===== src/rtl/alu_stage_pkg.sv =====
// alu_stage_pkg
// Shared definitions for the ALU operand-select stage.
//   b_sel_t     : operand-B source select encoding
//   B_SEL_*     : named values of b_sel_t
package alu_stage_pkg;

    typedef logic [1:0] b_sel_t;

    localparam b_sel_t B_SEL_SEXT  = 2'd0;  // sign-extended immediate
    localparam b_sel_t B_SEL_RS    = 2'd1;  // forwarded rs register value
    localparam b_sel_t B_SEL_ZEXT  = 2'd2;  // zero-extended immediate
    localparam b_sel_t B_SEL_UPPER = 2'd3;  // immediate in the upper bits

endpackage


===== src/rtl/operand_fwd_mux.sv =====
// operand_fwd_mux
// Combinational bypass select for one register operand. The EX result is the
// youngest producer, so it wins over WB; the register file is the fallback.
// Ports:
//   src_addr / src_data : register address and register-file read data
//   ex_valid/addr/data  : EX-stage result bypass
//   wb_valid/addr/data  : WB-stage result bypass
//   result              : resolved operand value
module operand_fwd_mux #(
    parameter int DWIDTH = 16,
    parameter int AWIDTH = 3
) (
    input  logic [AWIDTH-1:0] src_addr,
    input  logic [DWIDTH-1:0] src_data,
    input  logic              ex_valid,
    input  logic [AWIDTH-1:0] ex_addr,
    input  logic [DWIDTH-1:0] ex_data,
    input  logic              wb_valid,
    input  logic [AWIDTH-1:0] wb_addr,
    input  logic [DWIDTH-1:0] wb_data,
    output logic [DWIDTH-1:0] result
);

    logic ex_hit_s;
    logic wb_hit_s;

    // Address match per bypass source; register 0 is an ordinary register.
    always_comb begin
        ex_hit_s = ex_valid && (ex_addr == src_addr);
        wb_hit_s = wb_valid && (wb_addr == src_addr);
    end

    // Priority select: EX, then WB, then register file.
    always_comb begin
        result = src_data;
        if (ex_hit_s) begin
            result = ex_data;
        end else if (wb_hit_s) begin
            result = wb_data;
        end else begin
            result = src_data;
        end
    end

endmodule


===== src/rtl/alu_operand_stage.sv =====
// alu_operand_stage
// Registered operand-select stage between register-file read and the ALU.
// Operand A comes from rd, operand B from rs or an immediate form; register
// operands are bypassed from EX/WB once, at accept time. A one-entry skid
// buffer lets the ALU stall without losing an accepted operation.
// Ports:
//   clk, rst_n                : clock, asynchronous active-low reset
//   in_valid / in_ready       : upstream handshake (in_ready = skid empty)
//   b_sel, imm                : operand-B source select and immediate field
//   rd_addr/rd_q, rs_addr/rs_q: register addresses and read data
//   fwd_ex_*, fwd_wb_*        : bypass sources
//   out_valid / out_ready     : downstream handshake
//   alu_a, alu_b              : registered operands
//   stall_cnt                 : saturating count of stalled output cycles,
//                               present only when ALU_STAGE_STALL_CNT_EN is defined
module alu_operand_stage
    import alu_stage_pkg::*;
#(
    parameter int DWIDTH    = 16,
    parameter int IMM_WIDTH = 8,
    parameter int AWIDTH    = 3
) (
    input  logic                 clk,
    input  logic                 rst_n,
    input  logic                 in_valid,
    output logic                 in_ready,
    input  logic [1:0]           b_sel,
    input  logic [IMM_WIDTH-1:0] imm,
    input  logic [AWIDTH-1:0]    rd_addr,
    input  logic [AWIDTH-1:0]    rs_addr,
    input  logic [DWIDTH-1:0]    rd_q,
    input  logic [DWIDTH-1:0]    rs_q,
    input  logic                 fwd_ex_valid,
    input  logic [AWIDTH-1:0]    fwd_ex_addr,
    input  logic [DWIDTH-1:0]    fwd_ex_data,
    input  logic                 fwd_wb_valid,
    input  logic [AWIDTH-1:0]    fwd_wb_addr,
    input  logic [DWIDTH-1:0]    fwd_wb_data,
    output logic                 out_valid,
    input  logic                 out_ready,
`ifdef ALU_STAGE_STALL_CNT_EN
    output logic [15:0]          stall_cnt,
`endif
    output logic [DWIDTH-1:0]    alu_a,
    output logic [DWIDTH-1:0]    alu_b
);

    localparam int EXT_W = DWIDTH - IMM_WIDTH;

    // Immediate forms for operand B.
    function automatic logic [DWIDTH-1:0] imm_sext(input logic [IMM_WIDTH-1:0] v);
        return {{EXT_W{v[IMM_WIDTH-1]}}, v};
    endfunction

    function automatic logic [DWIDTH-1:0] imm_zext(input logic [IMM_WIDTH-1:0] v);
        return {{EXT_W{1'b0}}, v};
    endfunction

    function automatic logic [DWIDTH-1:0] imm_upper(input logic [IMM_WIDTH-1:0] v);
        return {v, {EXT_W{1'b0}}};
    endfunction

    b_sel_t              b_sel_s;
    logic [DWIDTH-1:0]   fwd_a_s;
    logic [DWIDTH-1:0]   fwd_rs_s;
    logic [DWIDTH-1:0]   op_b_s;

    logic                accept_s;
    logic                load_en_s;
    logic                drain_s;
    logic                capture_s;

    logic                out_valid_r;
    logic [DWIDTH-1:0]   out_a_r;
    logic [DWIDTH-1:0]   out_b_r;
    logic                skid_valid_r;
    logic [DWIDTH-1:0]   skid_a_r;
    logic [DWIDTH-1:0]   skid_b_r;

    assign b_sel_s = b_sel_t'(b_sel);

    operand_fwd_mux #(
        .DWIDTH (DWIDTH),
        .AWIDTH (AWIDTH)
    ) fwd_a_u (
        .src_addr (rd_addr),
        .src_data (rd_q),
        .ex_valid (fwd_ex_valid),
        .ex_addr  (fwd_ex_addr),
        .ex_data  (fwd_ex_data),
        .wb_valid (fwd_wb_valid),
        .wb_addr  (fwd_wb_addr),
        .wb_data  (fwd_wb_data),
        .result   (fwd_a_s)
    );

    operand_fwd_mux #(
        .DWIDTH (DWIDTH),
        .AWIDTH (AWIDTH)
    ) fwd_rs_u (
        .src_addr (rs_addr),
        .src_data (rs_q),
        .ex_valid (fwd_ex_valid),
        .ex_addr  (fwd_ex_addr),
        .ex_data  (fwd_ex_data),
        .wb_valid (fwd_wb_valid),
        .wb_addr  (fwd_wb_addr),
        .wb_data  (fwd_wb_data),
        .result   (fwd_rs_s)
    );

    // Operand-B source select; immediates bypass forwarding entirely.
    always_comb begin
        op_b_s = {DWIDTH{1'b0}};
        case (b_sel_s)
            B_SEL_SEXT:  op_b_s = imm_sext(imm);
            B_SEL_RS:    op_b_s = fwd_rs_s;
            B_SEL_ZEXT:  op_b_s = imm_zext(imm);
            B_SEL_UPPER: op_b_s = imm_upper(imm);
            default:     op_b_s = {DWIDTH{1'b0}};
        endcase
    end

    // Handshake decode. The output register may load when it is empty or
    // being consumed. The skid only fills when an accept cannot reach the
    // output; since in_ready is low while the skid is full, a drain and an
    // accept never coincide, but capture_s still covers that case.
    always_comb begin
        accept_s  = in_valid && !skid_valid_r;
        load_en_s = !out_valid_r || out_ready;
        drain_s   = load_en_s && skid_valid_r;
        capture_s = accept_s && (!load_en_s || drain_s);
    end

    // Output register: skid contents take precedence to keep FIFO order.
    always_ff @(posedge clk or negedge rst_n) begin
        if (!rst_n) begin
            out_valid_r <= 1'b0;
            out_a_r     <= {DWIDTH{1'b0}};
            out_b_r     <= {DWIDTH{1'b0}};
        end else if (load_en_s) begin
            if (skid_valid_r) begin
                out_valid_r <= 1'b1;
                out_a_r     <= skid_a_r;
                out_b_r     <= skid_b_r;
            end else if (accept_s) begin
                out_valid_r <= 1'b1;
                out_a_r     <= fwd_a_s;
                out_b_r     <= op_b_s;
            end else begin
                out_valid_r <= 1'b0;
            end
        end else begin
            out_valid_r <= out_valid_r;
        end
    end

    // Skid buffer: parks an operation accepted while the output is stalled.
    always_ff @(posedge clk or negedge rst_n) begin
        if (!rst_n) begin
            skid_valid_r <= 1'b0;
            skid_a_r     <= {DWIDTH{1'b0}};
            skid_b_r     <= {DWIDTH{1'b0}};
        end else if (capture_s) begin
            skid_valid_r <= 1'b1;
            skid_a_r     <= fwd_a_s;
            skid_b_r     <= op_b_s;
        end else if (drain_s) begin
            skid_valid_r <= 1'b0;
        end else begin
            skid_valid_r <= skid_valid_r;
        end
    end

`ifdef ALU_STAGE_STALL_CNT_EN
    logic [15:0] stall_cnt_r;

    // Saturating count of cycles where the ALU holds off a valid operand.
    always_ff @(posedge clk or negedge rst_n) begin
        if (!rst_n) begin
            stall_cnt_r <= 16'h0000;
        end else if (out_valid_r && !out_ready && (stall_cnt_r != 16'hFFFF)) begin
            stall_cnt_r <= stall_cnt_r + 16'd1;
        end else begin
            stall_cnt_r <= stall_cnt_r;
        end
    end

    assign stall_cnt = stall_cnt_r;
`endif

    assign in_ready  = !skid_valid_r;
    assign out_valid = out_valid_r;
    assign alu_a     = out_a_r;
    assign alu_b     = out_b_r;

endmodule


===== config.mk =====
export PLATFORM = sky130hd
export DESIGN_NAME = alu_operand_stage
export DESIGN_NICKNAME = d
export VERILOG_FILES = /design/src/rtl/alu_stage_pkg.sv /design/src/rtl/operand_fwd_mux.sv /design/src/rtl/alu_operand_stage.sv
export SDC_FILE = /design/constraint.sdc
export NUM_CORES = 1
export LEC_CHECK = 0
export ABC_AREA = 1
export CAP_MARGIN = 25
export CORE_ASPECT_RATIO = 0.8
export CORE_MARGIN = 2
export CORE_UTILIZATION = 47
export CTS_BUF_LIST = sky130_fd_sc_hd__clkbuf_16
export DETAILED_ROUTE_END_ITERATION = 12
export PLACE_DENSITY_LB_ADDON = 0.08
export SLEW_MARGIN = 5
export SYNTH_ARGS = -nofsm -noshare
export SYNTH_HDL_FRONTEND = slang
export SYNTH_SLANG_ARGS = --single-unit

===== constraint.sdc =====
create_clock -name clk -period 1.6 [get_ports clk]
set_input_delay 0.32 -clock clk [delete_from_list [all_inputs] [get_ports clk]]
set_output_delay 0.32 -clock clk [all_outputs]
set_load 0.01 [all_outputs]

==> results.json, run 1 <==
{
  "synth_area_leaders": "dfrtp_1 (40%), nand2_1 (15%), nand3_1 (13%), nor2_1 (5.2%), inv_1 (4.2%)",
  "violations": "negative hold slack",
  "r2r_end": "skid_b_r[5]",
  "path_clk_slew_ns": 0.06,
  "synthArstFlopShare": 1.00,
  "cp_top_family": "buffers and inverters",
  "gp_congestion": 0.889,
  "drtIter0Drc": 418,
  "die_area_um2": 9670,
  "powerDensity_nw_per_um2": 1020,
  "cp.depth": 1,
  "tightest_slew_ns": 0.417,
  "antenna_left": 0,
  "switchingPower_mw": 2.12,
  "hold_path_class": "in2async",
  "crit_buf_inv": 1,
  "p_leak_nw": 3.22,
  "ys_warn_count": 0,
  "ir_worst_vdd_mv": 0.749,
  "cap_viol_max_count": 0,
  "finalSetupViolCount": 0,
  "fin_skew_ns": 0.00518,
  "core_area_um2": 8560,
  "grt_pass1_wl_um": 22300,
  "clkPwrFrac": 0.306,
  "synth.distinct_cells": 29,
  "rrSetupSlack_ns": 0.16,
  "fin_cells": 874,
  "cp-endpoint": "alu_b[0]",
  "postLayoutCellArea_um2": 6390,
  "post-route-util": 0.746,
  "ys_seq_area_frac": 0.395,
  "die_h_um": 88.4,
  "pwr-share-comb": 0.333,
  "syn_nets": 697,
  "status": "complete, but fails checks",
  "overflow": 0,
  "drv_slew": 0,
  "synth_top_area_frac": 0.395,
  "dp.cells": 846,
  "synth_edf_count": 0,
  "swShare": 0.326,
  "setup.worst_path.start_class": "flip-flop",
  "cts_hold_buf": 0,
  "critPathLaunch": "alu_b[0]",
  "htree_levels": 3,
  "timing.rr.start": "out_valid",
  "multi_input_area_um2": 2340,
  "cts_buffers": 9,
  "dieWidth_um": 109,
  "initial_core_util": 0.488,
  "grt.total_usage": 0.301,
  "clockRootBuffer": "clkbuf_16",
  "num_antenna_cells": 0,
  "portBuffers": 125,
  "vias": 4796,
  "synth.largest_area_cell": "dfrtp_1",
  "grt_max_degree": 67,
  "hpwl_um": 9910,
  "critical_path.slowest_cell": "clkdlybuf4s50_1",
  "routed_wl_um": 14400,
  "fp-row-count": 30,
  "holdWs_ns": -0.00419,
  "clock_latency_ns": 0.34,
  "drive_gt1_frac": 0.152,
  "cts.path.max_buffers": 2,
  "syn_area_um2": 4180,
  "worstSetupPathType": "reg2out",
  "fin_crit_sh": 0.978,
  "final_nets": 849,
  "seqCellArea_um2": 1650,
  "first_pass_iters": 5,
  "ys.flop_type": "dfrtp_1",
  "fin_crit_ns": 1.56,
  "required_ns": 1.28,
  "slew_headroom": 0.722,
  "vias_per_cell": 5.49,
  "syn_avg_cell_area_um2": 6.91,
  "fill_cells": 674,
  "final-hold-violation-count": 5,
  "cp.arrival_ns": 1.24,
  "cts_tree": "done",
  "netlist_instances": 605,
  "cp_max_fo": 2,
  "area_growth_pct": 52.8,
  "clock-sinks": 66,
  "place_area_um2": 5760,
  "critPathMaxStageDelay_ns": 0.55,
  "path_cells": "clkdlybuf4s50_1",
  "cp-end-kind": "output pin",
  "drcViolationCount": 0,
  "internal_power_mw": 4.38,
  "antenna_found_initial": 0,
  "wl_per_cell_um": 16.5,
  "design.portCount": 126,
  "clock.fmax_mhz": 639,
  "pwr-share-seq": 0.360,
  "synth_seq_cells": 66,
  "reg2regPathDepth": 7,
  "grt_pass1_vias": 4639
}
[synth_stat cells, types with 2 or more instances]
cell	number
dfrtp_1	66
buf_6	2
nand4_1	2
buf_1	3
o211ai_1	8
or2_0	6
inv_2	5
a31oi_1	14
clkbuf_1	9
nand2_2	6
nor2_4	4
nand2_4	2
inv_1	47
o21ai_0	9
buf_2	16
nand3b_1	8
nand2_1	170
nor2_8	2
xor2_1	2
or2_1	8
nand3_1	112
buf_4	2
o21ai_1	13
a21oi_1	27
nor2_1	58
[cell type report]
| class | instances | area share |
|---|---|---|
| Clock inverter | 7 | 0.0112 |
| Tap cell | 112 | 0.0219 |
| Timing Repair Buffer | 171 | 0.275 |
| Clock buffer | 9 | 0.0353 |
| Inverter | 52 | 0.0309 |
| Multi-Input combinational cell | 457 | 0.367 |
| Sequential cell | 66 | 0.259 |
[power groups by stage]
stage	clock network (mW)	logic [mW]	registers [mW]
global route	2.08	2.38	2.39
floorplan	0	0.929	2.41
finish	1.99	2.17	2.34
detailed placement	0	2.04	2.36
global placement	0	1.99	2.35
CTS	1.99	2.10	2.34
[per-stage QoR]
stage / total power [mW] / setup slack (ns) / setup TNS, ns
floorplan: 3.34 / 0.136 / 0
global placement: 4.34 / -0.433 / -21.00
detailed placement: 4.40 / -0.504 / -24.16
CTS: 6.43 / 0.0000673 / 0
global route: 6.85 / -0.00583 / -0.00583
finish: 6.50 / 0.0353 / 0
[cell usage in the layout (no fill, tap or decap), types with 3 or more instances in the layout]
cell and count:
nand2_1 165, clkdlybuf4s50_1 103, nand3_1 100, dfrtp_1 65, nor2_1 55, inv_1 45, buf_4 29, a21oi_1 25
o21ai_1 14, a31oi_1 14, dlymetal6s2s_1 13, nand3_2 12, clkbuf_16 11, or2_1 8, nand3b_1 8, nand2_2 8
o211ai_1 8, inv_2 7, buf_6 7, or2_0 6, dlygate4sd2_1 6, buf_12 6, nand2_4 5, nor2_4 5
o21ai_0 5, nor2_2 3, o21ai_2 3
[worst min path at each step]
stage,cells past startpoint,startpoint,slack [ns],end
global route,2,rst_n,0.02,alu_a[6]
floorplan,0,rst_n,0.02,alu_a[0]
detailed placement,2,rst_n,0.37,alu_a[6]
global placement,2,rst_n,0.36,skid_a_r[4]
CTS,2,rst_n,0.01,alu_a[6]
finish,2,rst_n,-0.004,alu_a[6]
[sequential cells by signal, summed over array words and instances (netlist names)]
signal        flops
alu_a            16
alu_b            16
out_valid         1
skid_a_r         16
skid_b_r         16
skid_valid_r      1
[per-layer routing]
| layer | wire length [µm] | GRT usage | share of wire | vias to the layer above |
|---|---|---|---|---|
| met5 | 0 | 0 | 0 | - |
| met4 | 390 | 0.107 | 0.027 | 0 |
| met1 | 6120 | 0.391 | 0.42 | 2249 |
| li1 | - | - | - | 2278 |
| met2 | 6770 | 0.486 | 0.47 | 230 |
| met3 | 1130 | 0.0817 | 0.078 | 39 |
[kinds of logic (layout without fill, tap and decap cells)]
group,count (synthesis),count (layout),share of synthesized area
AND/OR/NAND/NOR,380,382,0.416
buffers and inverters,84,239,0.0856
AO/OA/AOI/OAI,73,73,0.0994
flip-flops,66,66,0.395
XOR/XNOR,2,2,0.00419
[what timing repair did]
| action | in CTS | in global routing |
|---|---|---|
| resized for setup | 27 | 46 |
| setup endpoints to repair | 47 | 63 |
| pin swaps | 8 | 15 |
| cloned | 3 | 2 |
| buffers inserted | 5 | 2 |
[worst reg2reg max path: stages (launching register included)]
cell and delay [ns]:
dfrtp_1 0.34, inv_1 0.04, nor2_1 0.14, inv_1 0.11
nor3_4 0.19, buf_12 0.26, nor2_1 0.10, a31oi_1 0.17
Power figures use the tool's default switching activity.
==> run 2: changes to the inputs <==
--- a/config.mk
+++ b/config.mk
@@ -6,7 +6,6 @@
 export NUM_CORES = 1
 export LEC_CHECK = 0
 export ABC_AREA = 1
-export CAP_MARGIN = 25
 export CORE_ASPECT_RATIO = 0.8
 export CORE_MARGIN = 2
 export CORE_UTILIZATION = 47
==> results of run 2 <==
Final layout, timing and power as in run 1 (identical DEF).
==> run 3: changes to the inputs <==
--- a/config.mk
+++ b/config.mk
@@ -12,6 +12,7 @@
 export CTS_BUF_LIST = sky130_fd_sc_hd__clkbuf_16
 export DETAILED_ROUTE_END_ITERATION = 12
 export PLACE_DENSITY_LB_ADDON = 0.08
+export RECOVER_POWER = 50
 export SLEW_MARGIN = 5
 export SYNTH_ARGS = -nofsm -noshare
 export SYNTH_HDL_FRONTEND = slang
==> run 3 against run 2 <==
Net effect:
- the flow now finishes without violations
- final cell count did not move
- sequential power barely moved
- global-route usage did not move
- combinational power barely moved
- clock power barely moved
- via count rose by 0.38%
- critical path depth did not move
- total power fell by 0.38%
- maximum frequency rose by 0.11%
- critical path type unchanged
- largest cell class unchanged
- highest routed layer unchanged
==> results.json, run 3 (synthesized netlist as in run 1, its figures left out) <==
{
  "status": "finished, final reports clean",
  "ir_worst_vdd_mv": 0.740,
  "clockRootBuffer": "clkbuf_16",
  "grt_max_degree": 67,
  "routed_wl_um": 14400,
  "fill_cells": 687,
  "hpwl_um": 9910,
  "clock-sinks": 66,
  "grt_pass1_wl_um": 22300,
  "fin_crit_ns": 1.56,
  "final_nets": 849,
  "tns_ns": 0,
  "path_cells": "clkdlybuf4s50_1",
  "power_mw": 6.48,
  "num_antenna_cells": 0,
  "wl_per_cell_um": 16.5,
  "powerDensity_nw_per_um2": 1020,
  "cts_tree": "done",
  "crit_buf_inv": 1,
  "post-route-util": 0.742,
  "design.portCount": 126,
  "setup.worst_path.start_class": "flip-flop",
  "clkPwrFrac": 0.306,
  "finalSetupViolCount": 0,
  "final_cell_mix": "nand2_1 (165), clkdlybuf4s50_1 (103), nand3_1 (100), dfrtp_1 (65), nor2_1 (55)",
  "tightest_slew_ns": 0.928,
  "die_h_um": 88.4,
  "cap_viol_max_count": 0,
  "vias": 4814,
  "drcViolationCount": 0,
  "die_area_um2": 9670,
  "hold_path_class": "in2async",
  "pwr-share-seq": 0.362,
  "met2_usage": 0.486,
  "gr-usage-met1": 0.391,
  "cp-end-kind": "output pin",
  "overflow": 0,
  "critPathMaxStageDelay_ns": 0.55,
  "fp-row-count": 30,
  "area_growth_pct": 51.8,
  "cts.path.max_buffers": 2,
  "core_area_um2": 8560,
  "layout_commonest_cell": "nand2_1",
  "p_leak_nw": 3.14,
  "slew_headroom": 0.381,
  "setup_ws_ns": 0.0370,
  "grt_pass1_vias": 4639,
  "postLayoutCellArea_um2": 6350,
  "path_clk_slew_ns": 0.06,
  "cts_buffers": 9,
  "final-hold-violation-count": 0,
  "critical_path.slowest_cell": "clkdlybuf4s50_1",
  "grtUsageMet3": 0.0817,
  "antenna_found_initial": 0,
  "drtIter0Drc": 428,
  "cp_max_fo": 2,
  "clock.fmax_mhz": 640,
  "htree_levels": 3,
  "switchingPower_mw": 2.11,
  "place_area_um2": 5760,
  "initial_core_util": 0.488,
  "holdWs_ns": 0.214,
  "drv_slew": 0,
  "internal_power_mw": 4.37,
  "fin_skew_ns": 0.00464,
  "fin_cells": 874,
  "fin_crit_sh": 0.977,
  "first_pass_iters": 6,
  "cp.arrival_ns": 1.24,
  "grt.total_usage": 0.301,
  "multi_input_area_um2": 2340,
  "seqCellArea_um2": 1650,
  "clock_latency_ns": 0.33,
  "dieWidth_um": 109,
  "pwr-share-comb": 0.332,
  "gp_congestion": 0.889,
  "vias_per_cell": 5.51,
  "dp.cells": 846,
  "worstSetupPathType": "reg2out",
  "cp_top_family": "buffers and inverters",
  "top_usage_layer": "met2",
  "portBuffers": 125,
  "swShare": 0.326,
  "required_ns": 1.28,
  "antenna_left": 0,
  "drive_gt1_frac": 0.150,
  "post-place-ws_ns": -0.504
}
==> run 3: changes by cell type in the layout (fill, tap and decap cells not counted), sizes merged <==
cell           before  now
clkdlybuf4s25       0    6
dlymetal6s2s       13    7
buf                45   41
clkbuf             11   15
==> run 3: area by class of cell <==
cell class	count	area share
Clock inverter	7	0.0112
Sequential cell	66	0.260
Tap cell	112	0.0221
Clock buffer	9	0.0355
Multi-Input combinational cell	457	0.368
Timing Repair Buffer	171	0.272
Inverter	52	0.0311
==> run 3: routing by layer <==
layer / share of wire / wire length, µm
met1: 0.41 / 5950
met2: 0.48 / 6850
met3: 0.085 / 1220
met4: 0.025 / 363
met5: 0 / 0
==> run 3: timing repair <==
| item | in CTS | in global routing |
|---|---|---|
| gates cloned | 3 | 2 |
| buffers inserted | 5 | 2 |
| resized for setup | 27 | 46 |
| pin swaps | 8 | 15 |
| hold buffers | 0 | 0 |
| setup endpoints to repair | 47 | 63 |
==> run 3: power groups by stage <==
stage               sequential [mW]  combinational, mW  clock (mW)
floorplan                      2.41              0.929           0
global placement               2.35               1.99           0
detailed placement             2.36               2.04           0
CTS                            2.34               2.10        1.99
global route                   2.39               2.37        2.08
finish                         2.35               2.15        1.98
==> run 3: path summary, 6_finish.rpt <==
path	cells after the start	slack, ns	from	end
worst max-delay path	1	0.04	alu_b[0]	alu_b[0]
max in group asynchronous	2	0.75	rst_n	skid_valid_r
worst min register to register	2	0.48	skid_a_r[14]	skid_a_r[14]
worst min-delay path	2	0.21	rst_n	alu_a[6]
worst max register to register	8	0.13	out_valid	alu_a[0]
min in group clk	2	0.48	skid_a_r[14]	skid_a_r[14]
